`config.mk`:
```
export PLATFORM = sky130hd
export DESIGN_NAME = hilo_unit
export DESIGN_NICKNAME = d
export VERILOG_FILES = /design/src/rtl/hilo_unit_pkg.sv /design/src/rtl/hilo_unit_div_step.sv /design/src/rtl/hilo_unit.sv
export SDC_FILE = /design/constraint.sdc
export NUM_CORES = 1
export LEC_CHECK = 0
export ABC_AREA = 1
export CORE_MARGIN = 1.5
export CORE_UTILIZATION = 45
export DETAILED_ROUTE_END_ITERATION = 16
export PLACE_DENSITY_LB_ADDON = 0.15
export SLEW_MARGIN = 20
export SYNTH_ARGS = -nofsm -noshare
export SYNTH_HDL_FRONTEND = slang
export SYNTH_SLANG_ARGS = --single-unit
```
`constraint.sdc`:
```
create_clock -name clk -period 7.4 [get_ports clk]
set_input_delay 1.48 -clock clk [delete_from_list [all_inputs] [get_ports clk]]
set_output_delay 1.48 -clock clk [all_outputs]
set_load 0.01 [all_outputs]
```
`src/rtl/hilo_unit_pkg.sv`:
```
// Shared definitions for the HI/LO result unit: FSM state encodings and default data width.
package hilo_unit_pkg;

  localparam int WIDTH_DEF = 32;

  typedef enum logic [1:0] {
    IDLE = 2'd0,
    PREP = 2'd1,
    ITER = 2'd2,
    FIX  = 2'd3
  } hilo_state_e;

endpackage

```
`src/rtl/hilo_unit_div_step.sv`:
```
// One combinational restoring-division step: shift the next dividend bit into the remainder
// and subtract the divisor if it fits, producing the next quotient bit.
module hilo_unit_div_step #(
  parameter int WIDTH = 32
) (
  input  logic [WIDTH-1:0] rem,
  input  logic [WIDTH-1:0] q,
  input  logic [WIDTH-1:0] dvsr,
  output logic [WIDTH-1:0] rem_next,
  output logic [WIDTH-1:0] q_next
);

  logic [WIDTH:0] shifted;
  logic [WIDTH:0] diff;
  logic           ge;

  // NOTE: every always_comb output gets a value on every path, otherwise a latch is inferred.
  always_comb begin
    shifted  = {rem, q[WIDTH-1]};
    diff     = shifted - {1'b0, dvsr};
    ge       = (shifted >= {1'b0, dvsr});
    rem_next = ge ? diff[WIDTH-1:0] : shifted[WIDTH-1:0];
    q_next   = {q[WIDTH-2:0], ge};
  end

endmodule

```
`src/rtl/hilo_unit.sv`:
```
// HI/LO register pair with multu write-back, mthi/mtlo moves and a WIDTH-cycle
// iterative restoring divider (divu/div) that holds busy while it runs.
module hilo_unit
  import hilo_unit_pkg::*;
#(
  parameter int WIDTH = WIDTH_DEF,
  parameter int CNT_W = 6
) (
  input  logic             clk,
  input  logic             rst,
  input  logic [WIDTH-1:0] alu_lo,
  input  logic [WIDTH-1:0] alu_hi,
  input  logic             wr_mult,
  input  logic             mthi,
  input  logic             mtlo,
  input  logic [WIDTH-1:0] wdata,
  input  logic             div_start,
  input  logic             div_signed,
  input  logic [WIDTH-1:0] dividend,
  input  logic [WIDTH-1:0] divisor,
  output logic [WIDTH-1:0] hi,
  output logic [WIDTH-1:0] lo,
  output logic             busy,
  output logic             div_by_zero
);

  hilo_state_e      state;
  logic [CNT_W-1:0] cnt;
  logic [WIDTH-1:0] a_reg, b_reg;
  logic             signed_reg;
  logic [WIDTH-1:0] q_reg, rem_reg, dvsr_reg;
  logic             q_neg, r_neg;

  logic [WIDTH-1:0] a_mag, b_mag;
  logic [WIDTH-1:0] q_next, rem_next;

  // Operand magnitudes; unsigned operands pass through even with the MSB set.
  assign a_mag = (signed_reg && a_reg[WIDTH-1]) ? -a_reg : a_reg;
  assign b_mag = (signed_reg && b_reg[WIDTH-1]) ? -b_reg : b_reg;

  hilo_unit_div_step #(.WIDTH(WIDTH)) u_step (
    .rem      (rem_reg),
    .q        (q_reg),
    .dvsr     (dvsr_reg),
    .rem_next (rem_next),
    .q_next   (q_next)
  );

  // NOTE: sequential state uses non-blocking assignments so every register samples pre-edge values.
  always_ff @(posedge clk or posedge rst) begin
    if (rst) begin
      state       <= IDLE;
      cnt         <= '0;
      a_reg       <= '0;
      b_reg       <= '0;
      signed_reg  <= 1'b0;
      q_reg       <= '0;
      rem_reg     <= '0;
      dvsr_reg    <= '0;
      q_neg       <= 1'b0;
      r_neg       <= 1'b0;
      hi          <= '0;
      lo          <= '0;
      busy        <= 1'b0;
      div_by_zero <= 1'b0;
    end else begin
      case (state)
        IDLE: begin
          if (div_start) begin
            a_reg       <= dividend;
            b_reg       <= divisor;
            signed_reg  <= div_signed;
            div_by_zero <= 1'b0;
            busy        <= 1'b1;
            state       <= PREP;
          end else if (wr_mult) begin
            hi <= alu_hi;
            lo <= alu_lo;
          end else begin
            if (mthi) hi <= wdata;
            if (mtlo) lo <= wdata;
          end
        end
        PREP: begin
          q_reg    <= a_mag;
          dvsr_reg <= b_mag;
          rem_reg  <= '0;
          q_neg    <= signed_reg && (a_reg[WIDTH-1] ^ b_reg[WIDTH-1]);
          r_neg    <= signed_reg && a_reg[WIDTH-1];
          cnt      <= '0;
          state    <= ITER;
        end
        ITER: begin
          q_reg   <= q_next;
          rem_reg <= rem_next;
          cnt     <= cnt + CNT_W'(1);
          if (cnt == CNT_W'(WIDTH - 1)) state <= FIX;
        end
        FIX: begin
          // A zero divisor reports all-ones quotient and the untouched dividend.
          if (dvsr_reg == '0) begin
            lo          <= '1;
            hi          <= a_reg;
            div_by_zero <= 1'b1;
          end else begin
            lo <= q_neg ? -q_reg : q_reg;
            hi <= r_neg ? -rem_reg : rem_reg;
          end
          busy  <= 1'b0;
          state <= IDLE;
        end
        default: state <= IDLE;
      endcase
    end
  end

endmodule

```
==> flow_summary.toml <==
[global_route]
grt_max_degree = 141
grt_pass1_wl_um = 101000
overflow = 0
grt_pass1_vias = 17200
grt_usage_pct = 33.9
antenna_found_initial = 0

[placed_design]
dpl.hpwl_um = 52700
portBuffers = 232
gp_congestion = 0.997
dpl.cell_count = 3300
dpl_worst_slack_ns = 2.77

[timing]
fmax_mhz = 243
skew_ns = 0.0212
worst_pin_slew_ns = 1.07
slew_headroom_pct = 28.6
setup_tns_ns = 0
min_period_ns = 4.12
rsz0062_at_grt = "no"
finalHoldViolations = 0
drv_slew = 0
setup_ws_ns = 3.28
setup_viol = 0
fin_crit_sh_pct = 55.7

[power]
power_density_nw_per_um2 = 421
vdd.ir_drop.worst_v = 0.000211
total_power_mw = 8.70
leakage_nw = 10.4

[yosys]
synth-edff-count = 0
syn_area_um2 = 17100
synth_area_leaders = "dfrtp_1 (35%), nand2_1 (20%), nand3_1 (8.1%), inv_1 (6.9%), nor2_1 (5.2%)"
synthTopCellsByCount = "nand2_1 (895), inv_1 (313), nand3_1 (275)"
yosysTopAreaCell = "dfrtp_1"
synth.most_common_cell = "nand2_1"
synth_ff_type = "dfrtp_1"
seq_area_frac_synth_pct = 34.8
postSynthAreaPerCell_um2 = 6.46
yosys_register_bits = 237
yosys_warnings = 0
yosys.cell_types.count = 47
yosysTopAreaCellShare_pct = 34.8
synth_cells = 2642
syn_nets = 2851
ys_async_sr_fraction_pct = 100

[finish]
syn_to_final_growth_pct = 21.0
layout.nets = 3028
post-route-util_pct = 55.0
drive_above_1_share_pct = 3.88
n_antenna_cell = 0
finalNonFillerCells = 3349
fillers = 3723

[clock_network]
cts.sinks = 237
postCtsSetupRepairBufs = 0
cts_buffers = 28
clk_latency_ns = 0.57
cts.htree.levels = 1
root_buffer = "clkbuf_16"
cts_buffer_depth = 3
cts_tree = "yes"
cts_hold_buffers = 0
cts_resized = 0
path_clk_slew_ns = 0.05

[die]
coreArea_um2 = 37500
initial_core_util_pct = 45.5
fp.dieW_um = 198
die_h_um = 198
io_pins = 233
dieArea_um2 = 39100
fp-row-count = 71

[run_status]
outcome = "finished, final reports clean"

[min_path]
hold_depth = 2
hold_class = "reg -> reg"

[setup_path]
path_cells = "clkdlybuf4s50_1 > nor2_1 > o21ai_0 > nand2_1 > clkinv_1 > o21ai_0"
cp_max_fo = 35
crit_top_cell = "o21ai_0"
slowest_delay_ns = 1.08
arrival_ns = 4.57
crit_path_top_delay_cell = "clkinv_1"
crit_cells = 6
crit_family = "buffers and inverters"
crit_type = "in -> reg"
timing.critical_path.buf_inv = 2
end_kind = "flop"
critPathLaunchType = "input port"
reg2regPathDepth = 10
worstPathRequired_ns = 7.85

[run]
drv_cap = 0

[detailed_routing]
vias = 18100
wirelength_um = 66500
drt-initial-drc-count = 1473
wire_per_inst_um = 19.9
drc = 0
first_pass_iters = 5
vias_per_cell = 5.40
detail-route-antenna-nets = 0
-- worst paths after layout --
| path | from | to | slack (ns) |
|---|---|---|---|
| setup / recovery | div_start | lo[6] | 3.28 |
| min in group asynchronous | rst | cnt[4] | 1.42 |
| hold reg to reg | lo[31] | lo[31] | 0.48 |
| hold / removal | lo[31] | lo[31] | 0.48 |
| setup reg to reg | state[0] | q_reg[30] | 3.42 |
| max in group asynchronous | rst | b_reg[21] | 4.65 |
-- layer usage --
layer	share of wire [%]	vias to the layer above	GRT usage, %
li1	-	8816	-
met5	0	-	0
met4	6.1	0	18.3
met1	40	8511	42.3
met2	49	610	58.3
met3	4.7	152	2.88
-- power breakdown --
part,leakage [nW],switching [mW],internal [mW],total [mW]
sequential,2.96,0.495,1.86,2.36
clock,0.468,0.569,0.883,1.45
combinational,6.94,3.23,1.66,4.89
-- worst reg2reg max path: cells and delay by family (launching register included) --
kind	cells	cell delay [ns]
AO/OA/AOI/OAI	2	0.37
adder cells (fa/ha/maj)	1	0.29
buffers and inverters	5	2.03
flip-flops	1	0.38
AND/OR/NAND/NOR	2	0.83
-- stage by stage --
step	instance area, um2	hold WS (ns)
finish	20600	0.482
global route	20600	0.491
CTS	20600	0.481
detailed placement	19700	0.465
global placement	19700	0.465
floorplan	17100	0.449
-- cell type report --
| type | instances | area [um2] | share of cell area (%) |
|---|---|---|---|
| Clock buffer | 39 | 792 | 3.84 |
| Clock inverter | 10 | 168 | 0.812 |
| Inverter | 324 | 1220 | 5.92 |
| Multi-Input combinational cell | 1980 | 9440 | 45.7 |
| Sequential cell | 237 | 5930 | 28.7 |
| Tap cell | 511 | 639 | 3.10 |
| Timing Repair Buffer | 248 | 2450 | 11.9 |
-- cell families (layout without fill, tap and decap cells) --
group | after synthesis | in the layout | share of synthesized area [%]
AOI/OAI and AO/OA | 356 | 356 | 11.5
xor gates and xnor gates | 65 | 65 | 3.34
adders and majority gates | 42 | 42 | 3.12
buffers and inverters | 425 | 621 | 9.92
DFF | 237 | 237 | 34.8
and+or+nand+nor | 1517 | 1517 | 37.4
-- cell usage in the layout, fill, tap and decap left out, types with 6 or more instances in the layout --
cell / netlist / routed
nor2_2: 7 / 7
nor2_1: 235 / 235
inv_1: 313 / 311
ha_1: 41 / 41
o21ai_0: 150 / 150
nand3_1: 275 / 275
clkbuf_16: 0 / 28
nand4_1: 39 / 39
nand3b_1: 7 / 7
a31oi_1: 6 / 6
o22ai_1: 15 / 15
inv_2: 7 / 8
o211ai_1: 8 / 8
nand2_1: 895 / 895
nand3_2: 8 / 8
nand2_2: 9 / 9
clkdlybuf4s50_1: 0 / 231
clkbuf_1: 69 / 6
a21oi_1: 117 / 117
o21bai_1: 16 / 16
nor3_1: 22 / 22
o21ai_1: 18 / 18
dfrtp_1: 237 / 237
xor2_1: 49 / 49
xnor2_1: 16 / 16
buf_4: 5 / 15
o221ai_1: 16 / 16
Power figures use the tool's default switching activity.
